[config.mk]
export PLATFORM = sky130hd
export DESIGN_NAME = sd_spi_master
export DESIGN_NICKNAME = d
export VERILOG_FILES = /design/src/rtl/sd_spi_master.sv
export SDC_FILE = /design/constraint.sdc
export NUM_CORES = 1
export LEC_CHECK = 0
export BUFFER_PORTS_ARGS = -buffer_cell sky130_fd_sc_hd__buf_2
export CORE_ASPECT_RATIO = 0.5
export CORE_UTILIZATION = 30
export CTS_BUF_LIST = sky130_fd_sc_hd__clkbuf_2
export DETAILED_ROUTE_END_ITERATION = 16
export PLACE_DENSITY_LB_ADDON = 0.05
export SLEW_MARGIN = 0
export SYNTH_ARGS = -nofsm -noshare
export SYNTH_HDL_FRONTEND = slang
export SYNTH_SLANG_ARGS = --single-unit
[constraint.sdc]
create_clock -name clk_sys -period 5.58 [get_ports clk_sys]
set_input_delay 0.837 -clock clk_sys [delete_from_list [all_inputs] [get_ports clk_sys]]
set_output_delay 0.837 -clock clk_sys [all_outputs]
set_load 0.01 [all_outputs]
[src/rtl/sd_spi_master.sv]
// SPI mode-0 byte initiator for the SD card lines, with slow/fast clock rates and software chip select.
// Optional activity indicator enabled by defining SD_SPI_ACT_EN.
module sd_spi_master #(
  parameter int DIV_SLOW = 124,
  parameter int DIV_FAST = 1
`ifdef SD_SPI_ACT_EN
  ,
  parameter int ACT_TIMEOUT = 2000000
`endif
) (
  input  logic       clk_sys,
  input  logic       reset,
  input  logic       start,
  input  logic [7:0] tx_data,
  input  logic       fast,
  input  logic       cs_wr,
  input  logic       cs_val,
  output logic [7:0] rx_data,
  output logic       busy,
  output logic       done,
  output logic       sclk,
  output logic       mosi,
  output logic       ss,
  input  logic       miso,
  output logic       act
);

  localparam int DMAX = (DIV_SLOW > DIV_FAST) ? DIV_SLOW : DIV_FAST;
  localparam int DW   = (DMAX < 1) ? 1 : $clog2(DMAX + 1);

  typedef enum logic [1:0] {IDLE, LOW, HIGH, FIN} state_t;

  state_t          state_q, state_d;
  logic [DW-1:0]   div_q, div_d;
  logic [DW-1:0]   lim_q, lim_d;
  logic [2:0]      bit_q, bit_d;
  logic [6:0]      tx_q, tx_d;
  logic [7:0]      rxsh_q, rxsh_d;
  logic [7:0]      rx_data_q, rx_data_d;
  logic            sclk_q, sclk_d;
  logic            mosi_q, mosi_d;
  logic            ss_q, ss_d;
  logic            busy_w;
  logic            accept_w;

  assign busy_w   = (state_q == LOW) || (state_q == HIGH);
  assign accept_w = start && !busy_w;

  always_ff @(posedge clk_sys or posedge reset) begin
    if (reset) begin
      state_q   <= IDLE;
      div_q     <= '0;
      lim_q     <= '0;
      bit_q     <= '0;
      tx_q      <= '0;
      rxsh_q    <= '0;
      rx_data_q <= '0;
      sclk_q    <= 1'b0;
      mosi_q    <= 1'b1;
      ss_q      <= 1'b1;
    end else begin
      state_q   <= state_d;
      div_q     <= div_d;
      lim_q     <= lim_d;
      bit_q     <= bit_d;
      tx_q      <= tx_d;
      rxsh_q    <= rxsh_d;
      rx_data_q <= rx_data_d;
      sclk_q    <= sclk_d;
      mosi_q    <= mosi_d;
      ss_q      <= ss_d;
    end
  end

  always_comb begin
    state_d   = state_q;
    div_d     = div_q;
    lim_d     = lim_q;
    bit_d     = bit_q;
    tx_d      = tx_q;
    rxsh_d    = rxsh_q;
    rx_data_d = rx_data_q;
    sclk_d    = sclk_q;
    mosi_d    = mosi_q;
    ss_d      = ss_q;

    case (state_q)
      // FIN accepts a new start too, so bytes can run back to back.
      IDLE, FIN: begin
        state_d = IDLE;
        if (accept_w) begin
          tx_d    = tx_data[6:0];
          lim_d   = fast ? DW'(DIV_FAST) : DW'(DIV_SLOW);
          mosi_d  = tx_data[7];
          bit_d   = '0;
          div_d   = '0;
          rxsh_d  = '0;
          state_d = LOW;
        end
      end
      LOW: begin
        if (div_q == lim_q) begin
          div_d   = '0;
          sclk_d  = 1'b1;
          rxsh_d  = {rxsh_q[6:0], miso};
          state_d = HIGH;
        end else begin
          div_d = div_q + DW'(1);
        end
      end
      HIGH: begin
        if (div_q == lim_q) begin
          div_d  = '0;
          sclk_d = 1'b0;
          if (bit_q == 3'd7) begin
            rx_data_d = rxsh_q;
            mosi_d    = 1'b1;
            state_d   = FIN;
          end else begin
            bit_d   = bit_q + 3'd1;
            mosi_d  = tx_q[6];
            tx_d    = {tx_q[5:0], 1'b0};
            state_d = LOW;
          end
        end else begin
          div_d = div_q + DW'(1);
        end
      end
      default: state_d = IDLE;
    endcase

    if (cs_wr && !busy_w) begin
      ss_d = cs_val;
    end
  end

  assign rx_data = rx_data_q;
  assign busy    = busy_w;
  assign done    = (state_q == FIN);
  assign sclk    = sclk_q;
  assign mosi    = mosi_q;
  assign ss      = ss_q;

`ifdef SD_SPI_ACT_EN
  localparam int AW = $clog2(ACT_TIMEOUT + 1);

  logic [AW-1:0] act_q;
  logic          mosi_prev_q;
  logic          miso_prev_q;

  // Any accepted start or line toggle restarts the stretch window.
  always_ff @(posedge clk_sys or posedge reset) begin
    if (reset) begin
      act_q       <= AW'(ACT_TIMEOUT);
      mosi_prev_q <= 1'b1;
      miso_prev_q <= 1'b1;
    end else begin
      mosi_prev_q <= mosi_q;
      miso_prev_q <= miso;
      if (accept_w || (mosi_q != mosi_prev_q) || (miso != miso_prev_q)) begin
        act_q <= '0;
      end else if (act_q < AW'(ACT_TIMEOUT)) begin
        act_q <= act_q + AW'(1);
      end
    end
  end

  assign act = (act_q < AW'(ACT_TIMEOUT));
`else
  assign act = 1'b0;
`endif

endmodule
==> flow_metrics.py, run 1 <==
metrics = {
    "outcome": {
        "outcome": "finished clean",
    },
    "logic_synthesis": {
        "syn_area_um2": 2120,
        "netlist_top_cells_area": "dfrtp_1 45%, mux2_2 12%, nand2_1 3.9%",
        "ys_seq_area_share_pct": 47.4,
        "synthDistinctLibCells": 40,
        "synth_area_leader_cell": "dfrtp_1",
        "postSynthAreaPerCell_um2": 10.6,
        "synthesis.nets": 220,
        "synth-edff-count": 0,
        "yosys_warnings": 0,
        "synthArstFlopShare_pct": 100,
        "synth_top_area_share_pct": 44.9,
        "synth_top_flop_cell": "dfrtp_1",
        "syn_inst": 199,
        "yosys_register_bits": 40,
    },
    "drt": {
        "drt-total-wl_mm": 4.79,
        "avgViaCountPerCell": 5.11,
        "wl_met2_mm": 2.04,
        "drt_iter0_drc": 65,
        "vias": 1615,
        "met1Wirelength_mm": 2.53,
        "route.met3.wl_um": 180,
        "drtAntennaViolNets": 0,
        "routedWlPerCell_um": 15.1,
        "topRoutingLayerUsed": "met4",
        "drt-pass1-iter-count": 4,
        "drc_errors": 0,
    },
    "global_routing": {
        "overflow": 0,
        "grt_start_max_net_pins": 41,
        "grt_pass1_wl_mm": 7.79,
        "antenna_found_initial": 0,
        "first_global_vias": 1460,
        "grt_use_total_pct": 14.2,
    },
    "final_layout": {
        "final_cell_mix": "38 x dfrtp_1, 27 x buf_2, 22 x nand2_1, 22 x mux2_2, 12 x nand4_1",
        "areaGrowthSynthToFinish_pct": 11.4,
        "fin_area_um2": 2360,
        "fin_cells": 316,
        "drive_gt1_share_pct": 30.4,
        "final_common_cell": "dfrtp_1",
        "final_nets": 244,
        "antenna_cells": 0,
    },
    "timing": {
        "grt_setup_unrepaired": "no",
        "min_period_ns": 2.82,
        "max_slew.worst_pin.slew_ns": 1.17,
        "final_hold_viol_count": 0,
        "drv_slew": 0,
        "finalSetupTns_ns": 0,
        "finalCritPeriodShare_pct": 50.5,
        "whs_ns": 0.516,
        "slew_headroom_pct": 22.0,
        "fin_worst_skew_ns": 0.0175,
        "setup_viol": 0,
        "fmax_mhz": 355,
    },
    "place": {
        "dp_hpwl_mm": 3.21,
        "port_buffers": 27,
        "dp.cells": 308,
        "placed_area_um2": 2320,
        "routabilityCongestion": 0.706,
    },
    "clocking": {
        "cts_tree": "built",
        "clk_latency_ns": 0.41,
        "path_clk_slew_ns": 0.22,
        "numCtsBuffers": 5,
        "post_cts_buffers": 0,
        "cts_root_buffer": "clkbuf_2",
        "cts_hold_buffers": 0,
        "clkSinkCount": 40,
        "ctsResizeCount": 0,
        "h-tree-depth": 2,
        "clockBufferDepth": 2,
    },
    "worst_setup_path": {
        "arrival_ns": 1.98,
        "startpoint_type": "flip-flop",
        "cpPeakStageDelay_ns": 0.64,
        "cp_max_fo": 15,
        "crit_chain": "inv_1 > ha_1 > inv_1 > buf_2",
        "cp-end-kind": "output pin",
        "path_buf_inv": 3,
        "path_class": "flip-flop to output pin",
        "slowest_stage": "ha_1",
        "required_ns": 4.74,
        "crit_family": "adder cells",
        "crit_top_cell": "inv_1",
    },
    "die": {
        "start_util_pct": 31.3,
        "die_y_um": 61.4,
        "rows": 21,
        "fp.dieArea_um2": 7410,
        "ios": 29,
        "core_area_um2": 6750,
        "die_w_um": 121,
    },
    "power": {
        "peakVddDrop_uv": 178,
        "leakage_nw": 0.993,
        "powerDensity_nw_per_um2": 427,
    },
    "min_path": {
        "hold_path_class": "input port to asynchronous set/reset pin",
    },
    "job": {
        "drv_cap": 0,
    },
}
[registers in the layout, indices dropped and copies added, names as in the netlist]
register,flops
rx_data,8
lim_q,2
sclk,1
rxsh_q,8
div_q,7
mosi,1
tx_q,7
state_q,2
ss,1
bit_q,3
[final timing paths]
path	from	to	slack, ns	depth (start not counted)
worst max-delay path	state_q[0]$_DFFE_PP0P_	busy	2.76	4
worst min-delay path	reset	rx_data[3]$_DFFE_PP0P_	0.52	3
worst max register to register	state_q[0]$_DFFE_PP0P_	tx_q[1]$_DFFE_PP0P_	2.92	6
worst min register to register	rx_data[5]$_DFFE_PP0P_	rx_data[5]$_DFFE_PP0P_	0.53	1
max in group asynchronous	reset	mosi$_DFFE_PP1P_	4.67	3
min in group clk_sys	rx_data[5]$_DFFE_PP0P_	rx_data[5]$_DFFE_PP0P_	0.53	1
[stage by stage]
stage,total power [mW],worst slack (ns),util (%)
final,1.01,2.76,34.9
after global routing,1.10,2.55,34.9
after CTS,1.03,2.69,34.9
after detailed placement,0.889,2.91,34.3
after global placement,0.886,2.97,34.3
after floorplan,0.774,3.53,-
[worst register-to-register path: stages (launching register included)]
cell	delay (ns)
dfrtp_1	0.45
inv_1	0.09
ha_1	0.61
mux2_4	0.28
nor4b_4	0.26
o2bb2ai_1	0.46
mux2_2	0.42
[cell families (layout without fill, tap and decap cells)]
logic type               count (synthesis)  in the layout  share of synthesized area (%)
AO/OA/AOI/OAI                           40             40                           13.7
XOR/XNOR                                 1              1                          0.414
adder cells (fa/ha/maj)                  6              6                           3.55
buffers and inverters                   22             47                           4.73
flip-flops                              40             40                           47.4
multiplexers                            25             25                           13.4
other                                    1              1                          0.177
AND/OR/NAND/NOR                         64             64                           16.6
[power by group]
| group | internal, mW | switching (mW) | leakage, nW |
|---|---|---|---|
| clock network | 0.0281 | 0.102 | 0.0302 |
| logic | 0.160 | 0.295 | 0.478 |
| registers | 0.364 | 0.0569 | 0.485 |
[synthesized netlist by cell type, types with 4 or more instances]
| cell | instances |
|---|---|
| buf_2 | 4 |
| a21oi_1 | 4 |
| ha_1 | 6 |
| nand4_1 | 12 |
| inv_1 | 10 |
| clkbuf_1 | 4 |
| nand3_1 | 10 |
| nand2_1 | 22 |
| o211ai_1 | 10 |
| mux2_2 | 22 |
| dfrtp_1 | 38 |
| o21ai_0 | 8 |
| nor2_1 | 6 |
[layer usage]
layer / global-route usage (%) / vias to the layer above
met5: 0 / -
met4: 4.23 / 0
met3: 4.44 / 5
met2: 20.9 / 26
met1: 20.1 / 808
li1: - / 776
[layout make-up]
cell class | count | area, µm²
fill | 697 | 4400
multi-input combinational | 137 | 1010
sequential | 40 | 1000
timing repair buffer | 29 | 150
tap | 92 | 115
inverter | 10 | 37.5
clock buffer | 5 | 25.0
clock inverter | 3 | 13.8
No activity file was read; power rests on OpenSTA's default activity.
==> inputs of run 2 (changes only) <==
--- a/config.mk
+++ b/config.mk
@@ -5,6 +5,7 @@
 export SDC_FILE = /design/constraint.sdc
 export NUM_CORES = 1
 export LEC_CHECK = 0
+export ABC_AREA = 1
 export BUFFER_PORTS_ARGS = -buffer_cell sky130_fd_sc_hd__buf_2
 export CORE_ASPECT_RATIO = 0.5
 export CORE_UTILIZATION = 30
==> constraint.sdc (replaced) <==
create_clock -name clk_sys -period 2.4 [get_ports clk_sys]
set_input_delay 0.36 -clock clk_sys [delete_from_list [all_inputs] [get_ports clk_sys]]
set_output_delay 0.36 -clock clk_sys [all_outputs]
set_load 0.01 [all_outputs]
==> flow_metrics.py, run 2 <==
metrics = {
    "global_routing": {
        "grt_use_total_pct": 14.1,
        "grt_start_max_net_pins": 41,
        "grt_pass1_wl_mm": 7.52,
        "overflow": 0,
        "first_global_vias": 1521,
        "antenna_found_initial": 0,
    },
    "clocking": {
        "path_clk_slew_ns": 0.22,
        "clk_latency_ns": 0.42,
        "cts_hold_buffers": 0,
        "cts_root_buffer": "clkbuf_2",
        "cts_tree": "built",
        "ctsResizeCount": 0,
        "post_cts_buffers": 0,
        "numCtsBuffers": 5,
        "clkSinkCount": 40,
        "clockBufferDepth": 2,
        "h-tree-depth": 2,
    },
    "logic_synthesis": {
        "synth_top_flop_cell": "dfrtp_1",
        "netlist_top_cells_area": "dfrtp_1 47%, nand2_1 18%, o21ai_0 4.9%",
        "synthArstFlopShare_pct": 100,
        "synth_mux_area_share_pct": 0,
        "synthDistinctLibCells": 29,
        "yosys.area_share.simple_pct": 27.7,
        "yosys_warnings": 0,
        "synth-compound-area-share_pct": 10.9,
        "synth_area_leader_cell": "dfrtp_1",
        "synth_top_family_by_area": "simple AND/OR/NAND/NOR gates",
        "synthXorXnorAreaFrac_pct": 1.72,
        "synth_top_area_share_pct": 46.7,
        "synth-edff-count": 0,
        "syn_area_um2": 2030,
        "synthAdderAreaFrac_pct": 3.69,
        "syn_inst": 245,
        "synth_most_common_cell": "nand2_1",
        "synthesis.nets": 266,
        "ys_seq_area_share_pct": 49.3,
        "yosys_register_bits": 40,
        "postSynthAreaPerCell_um2": 8.30,
        "synth_common_cells": "97 x nand2_1, 38 x dfrtp_1, 20 x o21ai_0, 17 x inv_1, 10 x nand4_1",
    },
    "worst_setup_path": {
        "required_ns": 2.04,
        "cp-end-kind": "output pin",
        "path_class": "flip-flop to output pin",
        "cp_max_fo": 7,
        "startpoint_type": "flip-flop",
        "crit_start": "state_q[0]$_DFFE_PP0P_",
        "r2r_start": "state_q[1]$_DFFE_PP0P_",
        "arrival_ns": 1.67,
    },
    "timing": {
        "final_hold_viol_count": 0,
        "slew_headroom_pct": 64.8,
        "finalSetupTns_ns": 0,
        "setup_viol": 0,
        "fmax_mhz": 492,
        "fin_ws_ns": 0.366,
        "grt_setup_unrepaired": "no",
        "min_period_ns": 2.03,
        "drv_slew": 0,
        "max_slew.worst_pin.slew_ns": 0.528,
        "finalCritPeriodShare_pct": 84.8,
        "fin_worst_skew_ns": 0.0184,
        "whs_ns": 0.0222,
    },
    "place": {
        "dp_hpwl_mm": 3.10,
        "port_buffers": 27,
        "dp_slack_ns": 0.557,
        "routabilityCongestion": 0.712,
    },
    "drt": {
        "drt-pass1-iter-count": 4,
        "drtAntennaViolNets": 0,
        "drt-total-wl_mm": 4.48,
        "avgViaCountPerCell": 4.37,
        "vias": 1589,
        "routedWlPerCell_um": 12.3,
        "drc_errors": 0,
        "drt_iter0_drc": 80,
    },
    "final_layout": {
        "antenna_cells": 0,
        "final_common_cell": "nand2_1",
        "areaGrowthSynthToFinish_pct": 13.1,
        "finish.utilization_pct": 36.5,
        "final_nets": 296,
        "drive_gt1_share_pct": 22.1,
        "fill_cells": 713,
        "final_cell_mix": "97 x nand2_1, 38 x dfrtp_1, 27 x buf_2",
    },
    "die": {
        "ios": 29,
        "die_y_um": 60.2,
        "core_area_um2": 6310,
        "die_w_um": 118,
        "fp.dieArea_um2": 7130,
        "rows": 20,
        "start_util_pct": 32.3,
    },
    "job": {
        "drv_cap": 0,
    },
    "power": {
        "finalPower_mw": 2.35,
        "powerDensity_nw_per_um2": 1020,
        "leakage_nw": 1.15,
        "peakVddDrop_uv": 267,
    },
    "outcome": {
        "outcome": "finished clean",
    },
    "min_path": {
        "hold_path_class": "input port to asynchronous set/reset pin",
    },
}
run 2: cell types whose count changed in the layout (fill, tap and decap cells not counted), sizes merged, moves of 4 or more:
| cell | change |
|---|---|
| nand2 | +81 |
| mux2 | -23 |
| o21ai | +20 |
| o211ai | -10 |
| inv | +7 |
| buf | +4 |
run 2: critical path, stage by stage, from the launching register on:
cell     delay, ns
dfrtp_1       0.42
inv_1         0.06
ha_1          0.36
inv_1         0.22
buf_2         0.18
run 2: where the power goes:
part           leakage, nW  internal [mW]  switching (mW)  total, mW
combinational        0.620          0.342           0.687       1.03
sequential           0.508          0.878           0.133       1.01
clock               0.0266         0.0726           0.235      0.308
run 2: per-stage QoR:
step                std cells  instance area, µm²
global route              364                2300
CTS                       364                2300
global placement          356                2260
finish                    364                2300
floorplan                 245                2030
detailed placement        356                2260
run 2: worst paths after layout:
path	slack [ns]	depth (start not counted)	endpoint
setup / recovery	0.37	4	busy
hold / removal	0.02	3	rx_data[5]$_DFFE_PP0P_
setup reg to reg	0.56	7	rxsh_q[5]$_DFFE_PP0P_
hold reg to reg	0.48	2	mosi$_DFFE_PP1P_
max in group asynchronous	2.01	3	div_q[3]$_DFFE_PP0P_
min in group clk_sys	0.08	2	ss$_DFFE_PP1P_
run 2: cells by family after synthesis:
kind of cell | Yosys count
simple gates | 130
flops | 40
compound gates | 36
buf+inv | 28
fa+ha+maj | 6
xor+xnor | 4
other cells | 1
run 2: final cells by class:
class,instances,area (µm²),share of cell area (%)
clock buffer,6,30.0,1.31
clock inverter,2,11.3,0.489
inverter,18,67.6,2.94
multi-input combinational,177,898,39.0
sequential,40,1000,43.6
tap,88,110,4.79
timing repair buffer,33,180,7.83
run 2: layer usage:
| layer | share of wire [%] | wire length (µm) | global-route usage [%] | up-vias |
|---|---|---|---|---|
| li1 | - | - | - | 844 |
| met1 | 54 | 2420 | 19.0 | 722 |
| met2 | 41 | 1860 | 21.3 | 18 |
| met3 | 3.7 | 164 | 4.39 | 5 |
| met4 | 0.83 | 37 | 5.42 | 0 |
| met5 | 0 | 0 | 0 | - |
==> inputs of run 3 (changes only) <==
==> constraint.sdc (replaced) <==
create_clock -name clk_sys -period 1.7 [get_ports clk_sys]
set_input_delay 0.255 -clock clk_sys [delete_from_list [all_inputs] [get_ports clk_sys]]
set_output_delay 0.255 -clock clk_sys [all_outputs]
set_load 0.01 [all_outputs]
==> flow_metrics.py, run 3 (synthesis results as in run 2) <==
metrics = {
    "global_routing": {
        "use_met3_pct": 4.29,
        "met2_usage_pct": 23.0,
        "grt_use_total_pct": 14.7,
        "overflow": 0,
        "first_global_vias": 1633,
        "top_usage_layer": "met2",
        "antenna_found_initial": 0,
        "grtUsageMet1_pct": 19.6,
        "grt_pass1_wl_mm": 7.91,
        "grt_start_max_net_pins": 32,
    },
    "clocking": {
        "clockBufferDepth": 2,
        "clk_latency_ns": 0.43,
        "path_clk_slew_ns": 0.23,
        "numCtsBuffers": 5,
        "clkSinkCount": 40,
        "cts_root_buffer": "clkbuf_2",
        "cts_tree": "built",
        "h-tree-depth": 2,
    },
    "worst_setup_path": {
        "rr_worst_depth": 9,
        "crit_start": "state_q[1]$_DFFE_PP0P_",
        "worstReg2RegEnd": "bit_q[1]$_DFFE_PP0P_",
        "critPathCapture": "done",
        "reg2reg_slack_ns": 0.14,
        "cp-end-kind": "output pin",
        "required_ns": 1.44,
        "startpoint_type": "flip-flop",
        "r2r_start": "state_q[0]$_DFFE_PP0P_",
        "path_class": "flip-flop to output pin",
        "arrival_ns": 1.32,
        "cp_max_fo": 2,
    },
    "place": {
        "dp_hpwl_mm": 3.15,
        "port_buffers": 27,
        "dp.cells": 365,
        "routabilityCongestion": 0.794,
    },
    "die": {
        "core_area_um2": 6310,
        "fp.dieArea_um2": 7130,
        "rows": 20,
        "die_y_um": 60.2,
        "start_util_pct": 32.3,
        "ios": 29,
        "die_w_um": 118,
    },
    "final_layout": {
        "fin_cells": 381,
        "areaGrowthSynthToFinish_pct": 23.1,
        "drive_gt1_share_pct": 26.7,
        "finish.utilization_pct": 39.7,
        "seq_area_um2": 1000,
        "fill_cells": 704,
        "multiInputGateArea_um2": 933,
        "final_nets": 312,
        "final_common_cell": "nand2_1",
        "final_cell_mix": "96 x nand2_1, 38 x dfrtp_1, 26 x buf_2",
    },
    "timing": {
        "fin_worst_skew_ns": 0.0247,
        "finalSetupTns_ns": 0,
        "whs_ns": 0.0513,
        "drv_slew": 0,
        "grt_setup_unrepaired": "no",
        "min_period_ns": 1.57,
        "setup_viol": 0,
        "finalCritPeriodShare_pct": 92.6,
        "final_hold_viol_count": 0,
        "fmax_mhz": 635,
    },
    "drt": {
        "routedWlPerCell_um": 12.0,
        "vias": 1670,
        "drc_errors": 0,
        "drt-pass1-iter-count": 4,
        "drt_iter0_drc": 77,
        "drtAntennaViolNets": 0,
        "avgViaCountPerCell": 4.38,
        "drt-total-wl_mm": 4.56,
    },
    "job": {
        "drv_cap": 0,
    },
    "outcome": {
        "outcome": "finished clean",
    },
    "power": {
        "powerDensity_nw_per_um2": 1480,
        "finalPower_mw": 3.70,
        "peakVddDrop_uv": 428,
        "leakage_nw": 1.25,
    },
    "min_path": {
        "hold_path_class": "input port to flip-flop",
    },
}
## run 3: cell count changes in the layout (fill, tap and decap cells not counted), sizes merged
| cell | delta |
|---|---|
| dlygate4sd3 | +3 |
| buf | +13 |
| clkbuf | +1 |
| clkinvlp | -1 |
| diode | +1 |
## run 3: where the power goes
part | switching (mW) | leakage [nW] | total, mW | internal, mW
clock network | 0.330 | 0.0330 | 0.442 | 0.112
logic | 1.06 | 0.710 | 1.83 | 0.768
registers | 0.190 | 0.508 | 1.43 | 1.24
total | 1.58 | 1.25 | 3.70 | 2.12
## run 3: repair_timing
item                                    in CTS  in global routing
resized for setup                            3                  6
hold buffers                                 3                  0
pin swaps                                    1                  1
buffers inserted                             3                  2
hold endpoints to repair                    10                  0
endpoints found under the setup margin       2                 28
## run 3: through the flow
| stage | setup WS (ns) | area (µm²) |
|---|---|---|
| 4_1_cts | 0.0328 | 2460 |
| 6_report | 0.125 | 2500 |
| 5_1_grt | 0.00314 | 2500 |
| 3_5_place_dp | 0.0333 | 2350 |
| 3_3_place_gp | 0.0859 | 2350 |
| 2_1_floorplan | 0.0205 | 2030 |
## run 3: worst min-delay path by stage
stage | start | to | slack, ns | cells after the start
after floorplan | cs_wr | ss$_DFFE_PP1P_ | 0.32 | 1
after global placement | reset | rx_data[3]$_DFFE_PP0P_ | 0.28 | 2
after detailed placement | reset | rxsh_q[3]$_DFFE_PP0P_ | 0.28 | 2
after CTS | tx_data[0] | tx_q[0]$_DFFE_PP0P_ | 0.03 | 3
after global routing | tx_data[0] | tx_q[0]$_DFFE_PP0P_ | 0.01 | 3
final | tx_data[0] | tx_q[0]$_DFFE_PP0P_ | 0.05 | 3
## run 3: layout make-up
cell class	instances	area share [%]
sequential	40	40.1
multi-input combinational	177	37.3
timing repair buffer	49	13.8
tap	88	4.40
inverter	18	2.70
clock buffer	7	1.40
clock inverter	1	0.200
antenna	1	0.100
## run 3: per-layer routing
layer	share of wire (%)	vias to the layer above
met5	0	-
met4	1.3	0
met3	3.3	7
met2	43	15
met1	53	770
li1	-	878
## run 3: critical path, stage by stage, from the launching register on
cell and delay (ns):
dfrtp_1 0.46, buf_4 0.15, ha_1 0.17, buf_2 0.14
